[src/rtl/dm_pkg.sv]
// Shared definitions for the dual-requester memory arbiter: default widths,
// burst default and FSM state encodings.
package dm_pkg;

    localparam int unsigned ADDR_W_DEF    = 32;
    localparam int unsigned DATA_W_DEF    = 32;
    localparam int unsigned MAX_BURST_DEF = 4;
    localparam int unsigned BURST_W       = 4;
    localparam int unsigned STAT_W        = 16;

    localparam logic [1:0] ST_IDLE = 2'd0;
    localparam logic [1:0] ST_OWN0 = 2'd1;
    localparam logic [1:0] ST_OWN1 = 2'd2;

endpackage

[src/rtl/dm_arb_counter.sv]
// Saturating up-counter with synchronous clear; used for the burst length
// and for the optional statistics counters.
module dm_arb_counter #(
    parameter int unsigned WIDTH = 4
) (
    input  logic             clk,
    input  logic             reset,
    input  logic             clr,
    input  logic             inc,
    output logic [WIDTH-1:0] count
);

    // Clear wins over increment; holds at all-ones instead of wrapping.
    always_ff @(posedge clk or negedge reset) begin
        if (!reset) begin
            count <= '0;
        end else if (clr) begin
            count <= '0;
        end else if (inc && (count != {WIDTH{1'b1}})) begin
            count <= count + WIDTH'(1);
        end
    end

endmodule

[src/rtl/dm_arbiter.sv]
// Two-requester single-port memory arbiter with burst-limited ownership and
// a toggling priority pointer for simultaneous requests from IDLE.
// Optional statistics counters are built when DM_ARBITER_STATS_EN is defined.
module dm_arbiter
    import dm_pkg::*;
#(
    parameter int unsigned ADDR_W    = ADDR_W_DEF,
    parameter int unsigned DATA_W    = DATA_W_DEF,
    parameter int unsigned MAX_BURST = MAX_BURST_DEF
) (
    input  logic              clk,
    input  logic              reset,
    input  logic              req_0,
    input  logic              we_0,
    input  logic [ADDR_W-1:0] addr_0,
    input  logic [DATA_W-1:0] wdata_0,
    input  logic              req_1,
    input  logic              we_1,
    input  logic [ADDR_W-1:0] addr_1,
    input  logic [DATA_W-1:0] wdata_1,
    output logic              gnt_0,
    output logic              rvalid_0,
    output logic [DATA_W-1:0] rdata_0,
    output logic              gnt_1,
    output logic              rvalid_1,
    output logic [DATA_W-1:0] rdata_1,
    output logic              MemWrite,
    output logic              MemRead,
    output logic [ADDR_W-1:0] write_address,
    output logic [ADDR_W-1:0] read_address,
    output logic [DATA_W-1:0] Write_data,
    input  logic [DATA_W-1:0] MemData_out
`ifdef DM_ARBITER_STATS_EN
    ,
    output logic [STAT_W-1:0] grant_cnt_0,
    output logic [STAT_W-1:0] grant_cnt_1,
    output logic [STAT_W-1:0] stall_cnt
`endif
);

    localparam logic [BURST_W-1:0] BURST_LAST = BURST_W'(MAX_BURST - 1);

    logic [1:0]         state;
    logic [1:0]         state_next;
    logic               ptr;
    logic               ptr_next;
    logic [BURST_W-1:0] burst_cnt;
    logic               burst_last;
    logic               burst_clr;
    logic               gnt_any;

    assign gnt_0      = (state == ST_OWN0) && req_0;
    assign gnt_1      = (state == ST_OWN1) && req_1;
    assign gnt_any    = gnt_0 || gnt_1;
    assign burst_last = (burst_cnt == BURST_LAST);

    // State and priority pointer registers.
    always_ff @(posedge clk or negedge reset) begin
        if (!reset) begin
            state <= ST_IDLE;
            ptr   <= 1'b0;
        end else begin
            state <= state_next;
            ptr   <= ptr_next;
        end
    end

    // Next-state: idle arbitration, release handoff and burst-limit handoff.
    always_comb begin
        state_next = state;
        case (state)
            ST_IDLE: begin
                if (req_0 && req_1) begin
                    state_next = ptr ? ST_OWN1 : ST_OWN0;
                end else if (req_0) begin
                    state_next = ST_OWN0;
                end else if (req_1) begin
                    state_next = ST_OWN1;
                end
            end
            ST_OWN0: begin
                if (!req_0) begin
                    state_next = req_1 ? ST_OWN1 : ST_IDLE;
                end else if (burst_last && req_1) begin
                    state_next = ST_OWN1;
                end
            end
            ST_OWN1: begin
                if (!req_1) begin
                    state_next = req_0 ? ST_OWN0 : ST_IDLE;
                end else if (burst_last && req_0) begin
                    state_next = ST_OWN0;
                end
            end
            default: state_next = ST_IDLE;
        endcase
    end

    // Pointer flips whenever a new owner takes the bus.
    always_comb begin
        ptr_next = ptr;
        if ((state_next != state) && (state_next != ST_IDLE)) begin
            ptr_next = ~ptr;
        end
    end

    // Burst restarts on a state change or when the limit passes uncontested.
    assign burst_clr = (state_next != state) || (gnt_any && burst_last);

    dm_arb_counter #(.WIDTH(BURST_W)) u_burst_cnt (
        .clk   (clk),
        .reset (reset),
        .clr   (burst_clr),
        .inc   (gnt_any),
        .count (burst_cnt)
    );

    // Memory port steering; everything parks at zero without a grant.
    always_comb begin
        MemWrite      = 1'b0;
        MemRead       = 1'b0;
        write_address = '0;
        read_address  = '0;
        Write_data    = '0;
        if (gnt_0) begin
            if (we_0) begin
                MemWrite      = 1'b1;
                write_address = addr_0;
                Write_data    = wdata_0;
            end else begin
                MemRead      = 1'b1;
                read_address = addr_0;
            end
        end else if (gnt_1) begin
            if (we_1) begin
                MemWrite      = 1'b1;
                write_address = addr_1;
                Write_data    = wdata_1;
            end else begin
                MemRead      = 1'b1;
                read_address = addr_1;
            end
        end
    end

    // Read capture: data held until the owner's next completed read.
    always_ff @(posedge clk or negedge reset) begin
        if (!reset) begin
            rvalid_0 <= 1'b0;
            rvalid_1 <= 1'b0;
            rdata_0  <= '0;
            rdata_1  <= '0;
        end else begin
            rvalid_0 <= gnt_0 && !we_0;
            rvalid_1 <= gnt_1 && !we_1;
            if (gnt_0 && !we_0) begin
                rdata_0 <= MemData_out;
            end
            if (gnt_1 && !we_1) begin
                rdata_1 <= MemData_out;
            end
        end
    end

`ifdef DM_ARBITER_STATS_EN
    logic stall_any;
    assign stall_any = (req_0 && !gnt_0) || (req_1 && !gnt_1);

    dm_arb_counter #(.WIDTH(STAT_W)) u_grant_cnt_0 (
        .clk   (clk),
        .reset (reset),
        .clr   (1'b0),
        .inc   (gnt_0),
        .count (grant_cnt_0)
    );

    dm_arb_counter #(.WIDTH(STAT_W)) u_grant_cnt_1 (
        .clk   (clk),
        .reset (reset),
        .clr   (1'b0),
        .inc   (gnt_1),
        .count (grant_cnt_1)
    );

    dm_arb_counter #(.WIDTH(STAT_W)) u_stall_cnt (
        .clk   (clk),
        .reset (reset),
        .clr   (1'b0),
        .inc   (stall_any),
        .count (stall_cnt)
    );
`endif

endmodule
[config.mk]
export PLATFORM = sky130hd
export DESIGN_NAME = dm_arbiter
export DESIGN_NICKNAME = d
export VERILOG_FILES = /design/src/rtl/dm_pkg.sv /design/src/rtl/dm_arb_counter.sv /design/src/rtl/dm_arbiter.sv
export SDC_FILE = /design/constraint.sdc
export NUM_CORES = 1
export LEC_CHECK = 0
export ABC_CLOCK_PERIOD_IN_PS = 2300
export CELL_PAD_IN_SITES_DETAIL_PLACEMENT = 0
export CELL_PAD_IN_SITES_GLOBAL_PLACEMENT = 1
export CORE_AREA = 2 2 131 133
export DETAILED_ROUTE_END_ITERATION = 16
export DIE_AREA = 0 0 133 135
export DONT_BUFFER_PORTS = 1
export PLACE_DENSITY = 0.48
export SLEW_MARGIN = 20
export SYNTH_ARGS = -nofsm -noshare
export SYNTH_HDL_FRONTEND = slang
export SYNTH_HIERARCHICAL = 1
export SYNTH_SLANG_ARGS = --single-unit
[constraint.sdc]
create_clock -name clk -period 2.3 [get_ports clk]
set_input_delay 0.345 -clock clk [delete_from_list [all_inputs] [get_ports clk]]
set_output_delay 0.345 -clock clk [all_outputs]
set_load 0.02 [all_outputs]
==> flow_summary_export.csv <==
group,metric,value,unit
logic_synthesis,synth.area.top_cells,"dfrtp_1 (45%), a22o_1 (21%), mux2_2 (15%)",
logic_synthesis,syn_inst,311,
logic_synthesis,syn-num-nets,478,
timing,setup-tns-final,0,ps
timing,period_needed,2210,ps
timing,slew_violations,0,
logic_synthesis,synth.distinct_cells,41,
placement,place.gp.congestion,0.7400,
logic_synthesis,synth_largest_area_cell,"dfrtp_1",
worst_setup_path,cp_top_family,"flip-flops",
cts,clk_pin_slew,60,ps
pwr,p_per_area,1186,nW/um^2
route,dr_wl_met2,6829,um
cts,cts_root_buffer,"clkbuf_16",
timing,clock.fmax,0.4524,GHz
logic_synthesis,synth_seq_area_share,45.43,%
run_status,outcome,"finished, final reports clean",
grt,grt_pass1_wl,18040,um
worst_setup_path,cp.arrival,1870,ps
pwr,peakVddDrop,0.0004207,V
worst_setup_path,critPathLaunchType,"register",
timing,hold_viol,0,
placement,placed_cells,514,
worst_setup_path,criticalPathCategory,"register to primary output",
worst_hold_path,hold_path.class,"primary input to register",
route,vias,2909,
worst_setup_path,critPathBufInv,3,
placement,hpwl,9657,um
route,wl_per_cell,24.94,um
cts,htreeDepth,3,
timing,holdWs,97.17,ps
worst_setup_path,required,1960,ps
floorplan,die-area,17960,um^2
grt,antenna_found_initial,0,
logic_synthesis,yosysWarnings,6,
route,drt_iter0_drc,128,
logic_synthesis,synth_most_common_cell,"a22o_1",
route,drt-met1-wl,4811,um
route,drcViolationCount,0,
floorplan,core,16410,um^2
logic_synthesis,async_reset_ff_share,100.0,%
route,vias_per_cell,5.448,
grt,overflow,0,
worst_setup_path,critPathCaptureType,"primary output",
grt,grt_pass1_vias,2937,
route,routed_wl,13320,um
worst_setup_path,crit_chain,"inv_2 -> nand3_4 -> inv_4 -> and2_4 -> clkbuf_16 -> a22o_1",
cts,worstSkewPairLatency,330,ps
timing,tightestPinTransition,449.5,ps
logic_synthesis,syn_avg_cell_area,12.93,um^2
floorplan,fp.dieW,133,um
logic_synthesis,synth_edf_count,0,
floorplan,rows,47,
final_layout,drive_above_1_share,40.76,%
timing,final.period_utilization,96.10,%
grt,track_usage,13.22,%
route,wl_met3,1166,um
logic_synthesis,ys_ff_latch,73,
route,drtPass1Iterations,4,
final_layout,fin_cells,534,
timing,setup_viol,0,
cts,cts_buffers,9,
final_layout,area_growth,15.71,%
final_layout,layout.nets,476,
cts,cts.sinks,73,
logic_synthesis,synth_top_cells_by_count,"a22o_1 (96), dfrtp_1 (73), mux2_2 (52), buf_6 (9)",
timing,clock_skew,3.528,ps
route,highest-signal-layer,"met4",
cts,cts_tree,"done",
final_layout,fill_cells,1700,
pwr,power.leakage,0.001893,uW
logic_synthesis,syn_area,4021,um^2
route,antenna_left,0,
floorplan,pin_count,332,
floorplan,die_height,135,um
floorplan,initial_core_util,24.51,%
placement,io_buffers,0,
logic_synthesis,synth_top_area_share,45.43,%
cts,cts_buffer_depth,2,
logic_synthesis,synth_top_flop_cell,"dfrtp_1",
worst_setup_path,cp_max_fo,32,
worst_setup_path,crit_path_max_incr_delay,450,ps
grt,grt_max_degree,74,
timing,relSlewSlack,70.03,%
cts,cts_setup_buffers,0,
worst_setup_path,cp_slowest_cell,"dfrtp_2",
final_layout,antenna_cells,0,
run,cap_viol_max_count,0,
-- worst register-to-register path, delay by kind of cell, from the launching register on --
kind	cells	cell delay [ps]
simple gates	3	190
buf+inv	1	210
flops	1	490
compound gates	2	500
mux	1	270
-- layout by cell type, fill, tap and decap left out, types with 2 or more instances in the layout --
cell type / netlist / routed
clkbuf_16: 0 / 11
buf_12: 0 / 4
mux2_2: 52 / 52
o21ai_0: 4 / 4
nand2b_1: 2 / 2
a22o_2: 0 / 26
bufinv_16: 0 / 2
a21oi_1: 6 / 6
nor3_1: 2 / 2
nor2_1: 2 / 2
inv_6: 0 / 2
mux2_4: 7 / 7
dfrtp_1: 73 / 72
or2_1: 2 / 2
mux2_1: 6 / 6
buf_16: 0 / 2
nand2_1: 3 / 3
a22o_1: 96 / 70
buf_4: 7 / 6
nor2b_1: 2 / 2
-- logic make-up (layout without fill, tap and decap cells) --
group,after synthesis,count (layout),share of synthesized area [%]
AOI/OAI and AO/OA,111,111,23.12
DFF,73,73,45.43
muxes,66,66,19.10
buffers and inverters,32,35,7.187
and+or+nand+nor,27,27,4.636
adders and majority gates,1,1,0.3111
xor gates and xnor gates,1,1,0.2178
-- registers in the layout, summed over array words and instances (netlist names) --
signal             count
u_burst_cnt/count      4
state                  2
rvalid_1               1
rdata_0               32
ptr                    1
rdata_1               32
rvalid_0               1
-- final cells by class --
class / count / area (um^2) / area share (%)
tap: 220 / 275.3 / 5.916
sequential: 73 / 1828 / 39.28
timing repair buffer: 16 / 251.5 / 5.405
multi-input combinational: 206 / 1957 / 42.05
clock inverter: 5 / 85.08 / 1.828
clock buffer: 11 / 242.7 / 5.216
inverter: 3 / 13.76 / 0.2958
-- per-stage QoR --
step                total power (uW)  instance area, um^2  setup slack (ps)  util (%)
floorplan                       3679                 4021             490.1         -
finish                          5519                 4653             89.76     28.36
detailed placement              3958                 4183             327.5     25.49
global placement                3928                 4183             369.8     25.49
global route                    5814                 4653            -4.061     28.36
CTS                             5608                 4592             14.03     27.99
-- report_power, final --
group / internal (uW) / switching, uW / leakage, uW
logic: 579 / 478 / 0.000849
registers: 1820 / 1100 / 0.000887
clock network: 988 / 553 / 0.000157
total: 3390 / 2130 / 0.00189
-- per-layer routing --
metal / up-vias / GRT usage, %
li1: 1203 / -
met1: 1492 / 14.13
met2: 187 / 22.86
met3: 27 / 4.354
met4: 0 / 7.826
met5: - / 0
-- final timing paths --
check / endpoint / startpoint / depth (start not counted) / slack, ps
hold / removal: state[0] / req_1 / 1 / 100
setup / recovery: Write_data[9] / state[1] / 6 / 90
max in group asynchronous: state[1] / reset / 2 / 1420
hold reg to reg: ptr / ptr / 1 / 530
setup reg to reg: u_burst_cnt/count[0] / state[0] / 7 / 520
min in group asynchronous: rdata_1[11] / reset / 2 / 560
-- what timing repair did --
| item | CTS | global route |
|---|---|---|
| gates cloned | 0 | 2 |
| resized for setup | 29 | 2 |
| hold endpoints to repair | 73 | 0 |
| pin swaps | 0 | 1 |
| hold buffers | 2 | 0 |
| endpoints found under the setup margin | 35 | 82 |
(Power assumes the default switching activity.)
==> patch 1 (same flow settings) <==
Change the package constant `BURST_W` from 4 to 5.
--- a/src/rtl/dm_pkg.sv
+++ b/src/rtl/dm_pkg.sv
@@ -5,7 +5,7 @@
     localparam int unsigned ADDR_W_DEF    = 32;
     localparam int unsigned DATA_W_DEF    = 32;
     localparam int unsigned MAX_BURST_DEF = 4;
-    localparam int unsigned BURST_W       = 4;
+    localparam int unsigned BURST_W       = 5;
     localparam int unsigned STAT_W        = 16;
 
     localparam logic [1:0] ST_IDLE = 2'd0;
Function: no difference found for any inputs over 4 cycles, from zero or initial values and one cycle with reset low; that may be too few to reach the edited logic, so the function may still have changed.
==> patch 1 against the original RTL <==
- wire length up 4.7%
- critical path depth unchanged
- design area up 4.2%
- synthesized area down 0.87%
- worst setup slack better by 13 ps
- power down 1.2%
- hold slack better by 12 ps
- sequential cell count up 1
- largest cell class unchanged
==> patch 1: results <==
metrics = {
    "timing": {
        "finClkSkew_ps": 4.97,
        "relSlewSlack_pct": 68.1,
    },
    "synthesis": {
        "synth_area_leaders": "dfrtp_1 (46%), a22o_1 (21%), mux2_1 (11%)",
        "synth_nets": 485,
        "yosys_warnings": 6,
        "ys_seq_area_share_pct": 46.5,
        "post_synth_num_cell_types": 35,
        "synth_common_cells": "a22o_1 (96), dfrtp_1 (74), mux2_1 (39), mux2_2 (25), buf_2 (11)",
        "ys.flop_type": "dfrtp_1",
    },
    "placement": {
        "portBuffers": 0,
        "place_area_sq_mm": 0.00415,
        "gp_congestion": 0.799,
        "place_hpwl_um": 9770,
    },
    "power_and_ir_drop": {
        "netSwitchingPower_uw": 2250,
        "power.density_mw_per_mm2": 1130,
        "vdd_drop_max_v": 0.000671,
        "p_leak_uw": 0.00205,
        "combPwrFrac_pct": 19.9,
        "pg_clk_uw": 1340,
    },
    "worst_setup_path": {
        "arrival_ps": 1850,
        "critPathSlowestCell": "dfrtp_2",
        "critical-path-top-delay-family": "flip-flops",
        "crit_fanout": 32,
    },
    "global_route": {
        "grt-ovfl-total": 0,
        "grt_usage_pct": 14.1,
        "grt_pass1_wl_um": 18500,
        "grt_pass1_vias": 2928,
        "grt_max_degree": 75,
        "antenna_found_initial": 0,
    },
    "clock_tree": {
        "path_clk_slew_ps": 60,
        "cts_made_buffers": 9,
        "cts_buffer_depth": 2,
        "htree_levels": 3,
    },
    "final_layout": {
        "diodes": 0,
        "fill_cells": 1679,
        "top_regs": "rdata_0: 32 flops, rdata_1: 32 flops, u_burst_cnt/count: 5 flops",
        "multi_input_area_sq_mm": 0.00212,
        "fin_nets": 477,
        "drive_gt1_share_pct": 39.8,
    },
    "routing": {
        "routed_via_density": 5.33,
        "drt_pass1_iterations": 4,
        "wl_per_cell_um": 26.1,
        "drt_iter0_drc": 112,
    },
    "outcome": {
        "status": "finished, final reports clean",
    },
    "worst_hold_path": {
        "worstHoldPathType": "in2reg",
    },
}
[patch 1: final cells by class]
class | count | area share (%)
clock inverter | 6 | 0.981
inverter | 4 | 0.413
timing repair buffer | 13 | 5.99
clock buffer | 10 | 4.93
multi-input combinational | 207 | 43.8
tap | 220 | 5.68
sequential | 74 | 38.3
[patch 1: layer usage]
layer  track usage (%)  vias to the layer above  routed length (um)
li1                  -                     1216                   -
met1              15.8                     1437                5290
met2              23.3                      178                7080
met3              6.46                       16                1270
met4              5.85                        0                 301
met5                 0                        -                   0
[patch 1: cells by family (layout without fill, tap and decap cells)]
family / count (synthesis) / count (layout) / synth area share (%)
AOI/OAI and AO/OA: 106 / 106 / 22.8
xor gates and xnor gates: 3 / 3 / 0.659
adders and majority gates: 2 / 2 / 0.628
buffers and inverters: 36 / 33 / 6.59
DFF: 74 / 74 / 46.5
muxes: 67 / 67 / 18.8
and+or+nand+nor: 29 / 29 / 4.05
[patch 1: path summary, 6_finish.rpt]
kind                                 startpoint              endpoint  slack, ps  cells past startpoint
max                                    state[0]         Write_data[8]        100                      6
min                                       req_1              state[0]        110                      1
max reg2reg                u_burst_cnt/count[0]  u_burst_cnt/count[3]        460                      6
min reg2reg                                 ptr                   ptr        540                      1
max in group asynchronous                 reset           rdata_1[23]       1440                      2
min in group asynchronous                 reset              state[0]        540                      2
[patch 1: repair_timing]
action | CTS | global route
hold endpoints to repair | 74 | 0
setup endpoints to repair | 64 | 46
buffers inserted | 0 | 1
hold buffers | 2 | 0
pin swaps | 0 | 2
gates resized for setup | 52 | 25
gates cloned | 2 | 2
[patch 1: through the flow]
step                      worst slack [ps]  std cells
after global placement                 293        511
final                                  103        534
after CTS                             3.59        531
after detailed placement               257        511
after global routing                 0.649        534
after floorplan                        511        317
==> patch 2 (config.mk and constraints unchanged) <==
Made on the original files. Reset style: synchronous (`reset`), changed in 3 clocked blocks.
--- a/src/rtl/dm_arb_counter.sv
+++ b/src/rtl/dm_arb_counter.sv
@@ -11,7 +11,7 @@
 );
 
     // Clear wins over increment; holds at all-ones instead of wrapping.
-    always_ff @(posedge clk or negedge reset) begin
+    always_ff @(posedge clk) begin
         if (!reset) begin
             count <= '0;
         end else if (clr) begin
--- a/src/rtl/dm_arbiter.sv
+++ b/src/rtl/dm_arbiter.sv
@@ -55,7 +55,7 @@
     assign burst_last = (burst_cnt == BURST_LAST);
 
     // State and priority pointer registers.
-    always_ff @(posedge clk or negedge reset) begin
+    always_ff @(posedge clk) begin
         if (!reset) begin
             state <= ST_IDLE;
             ptr   <= 1'b0;
@@ -144,7 +144,7 @@
     end
 
     // Read capture: data held until the owner's next completed read.
-    always_ff @(posedge clk or negedge reset) begin
+    always_ff @(posedge clk) begin
         if (!reset) begin
             rvalid_0 <= 1'b0;
             rvalid_1 <= 1'b0;
Formal check against the unedited RTL: differs if reset is asserted again (counterexample within 4 cycles, from zero or initial values and one cycle with reset low); with reset held inactive, the same outputs for 4 cycles.
==> patch 2 against the original RTL <==
- wire length is 13% higher
- sequential share of layout area is 6.4 points lower
- worst setup slack worse by 7.0 ps
- design area is 4.3% lower
- hold slack better by 0.79 ps
- synthesized area is 3.1% lower
- sequential cell count stayed put
- largest cell class unchanged
Power is not compared: it rests on default switching activity, and its combinational part moved more than twofold at a synthesized area within 25%.
==> patch 2: results <==
metrics = {
    "outcome": {
        "status": "finished, final reports clean",
    },
    "clock_tree": {
        "htree_levels": 3,
        "cts_buffer_depth": 2,
        "root_buffer": "clkbuf_16",
        "cts_resized": 20,
    },
    "routing": {
        "wl_per_cell_um": 22.5,
        "num_vias": 3501,
        "wl_met2_um": 6790,
        "drt_pass1_iterations": 5,
        "wl_met1_um": 6010,
        "top_signal_layer_used": "met4",
        "drt_iter0_drc": 211,
        "routed-wl-met3_um": 2090,
    },
    "final_layout": {
        "fin_nets": 610,
        "layout.cells.non_filler": 668,
        "drive_gt1_share_pct": 15.8,
        "fill_cells": 1769,
        "diodes": 0,
    },
    "timing": {
        "tns_ps": 0,
        "timing.hold.ws_ps": 98.0,
        "worstMarginPinSlew_ps": 601,
        "finClkSkew_ps": 3.41,
    },
    "placement": {
        "place_hpwl_um": 11500,
        "dpl.cell_count": 651,
        "place_area_sq_mm": 0.00405,
        "portBuffers": 0,
        "gp_congestion": 0.899,
        "placement.setup.worst_slack_ps": 316,
    },
    "worst_hold_path": {
        "hold-path-endpoint": "state[0]",
        "min-delay-start": "req_1",
        "worstHoldPathType": "in2reg",
    },
    "synthesis": {
        "synth_common_cells": "nand2_1 (134), a22o_1 (96), dfxtp_1 (73), a21boi_1 (38), a21boi_0 (27)",
        "ys_seq_area_share_pct": 37.5,
        "synth-async-reset-ratio_pct": 0,
        "post_synth_num_cell_types": 35,
        "synthMuxAreaShare_pct": 0.835,
        "synth_xor_area_share_pct": 0,
        "synth-compound-area-share_pct": 36.2,
        "syn_inst": 462,
        "synth_nets": 629,
        "synth_area_leaders": "dfxtp_1 (38%), a22o_1 (22%), nand2_1 (13%)",
        "synthAdderAreaFrac_pct": 0.321,
    },
    "worst_setup_path": {
        "arrival_ps": 1870,
        "r2r_slack_ps": 600,
        "endpoint": "MemWrite",
        "reg2reg_to": "rdata_0[15]",
        "r2r_cells": 7,
        "cpPeakStageDelay_ps": 440,
        "crit_fanout": 65,
        "critical-path-top-delay-family": "simple AND/OR/NAND/NOR gates",
        "crit_path_start": "state[1]",
        "critPathSlowestCell": "dfxtp_2",
    },
    "global_route": {
        "grt_pass1_wl_um": 21500,
        "grt_use_met2_pct": 24.5,
        "grt_util_met1_pct": 18.6,
        "grt_pass1_vias": 3436,
        "grt_max_degree": 71,
        "grt_usage_pct": 15.7,
        "met3_usage_pct": 9.38,
    },
}
patch 2: changes by cell type after synthesis, sizes merged, moves of 2 or more:
cell,before,now
nand3,2,0
nand2,4,134
a21boi,0,65
mux2,65,2
o21ai,4,2
a211oi,0,2
nor2b,3,0
and2,2,4
dfxtp,0,73
dfrtp,73,0
inv,3,6
nand3b,0,3
buf,28,36
clkbuf,1,9
patch 2: cell type report:
| class | instances | area, sq um | area share, % |
|---|---|---|---|
| Sequential cell | 73 | 1460 | 32.9 |
| Multi-Input combinational cell | 338 | 2190 | 49.1 |
| Clock buffer | 12 | 256 | 5.76 |
| Timing Repair Buffer | 15 | 150 | 3.37 |
| Inverter | 6 | 22.5 | 0.506 |
| Clock inverter | 4 | 98.8 | 2.22 |
| Tap cell | 220 | 275 | 6.18 |
patch 2: power breakdown:
| group | switching (uW) | total [uW] | internal, uW |
|---|---|---|---|
| combinational | 173 | 275 | 102 |
| sequential | 51.1 | 1340 | 1290 |
| clock | 535 | 1660 | 1120 |
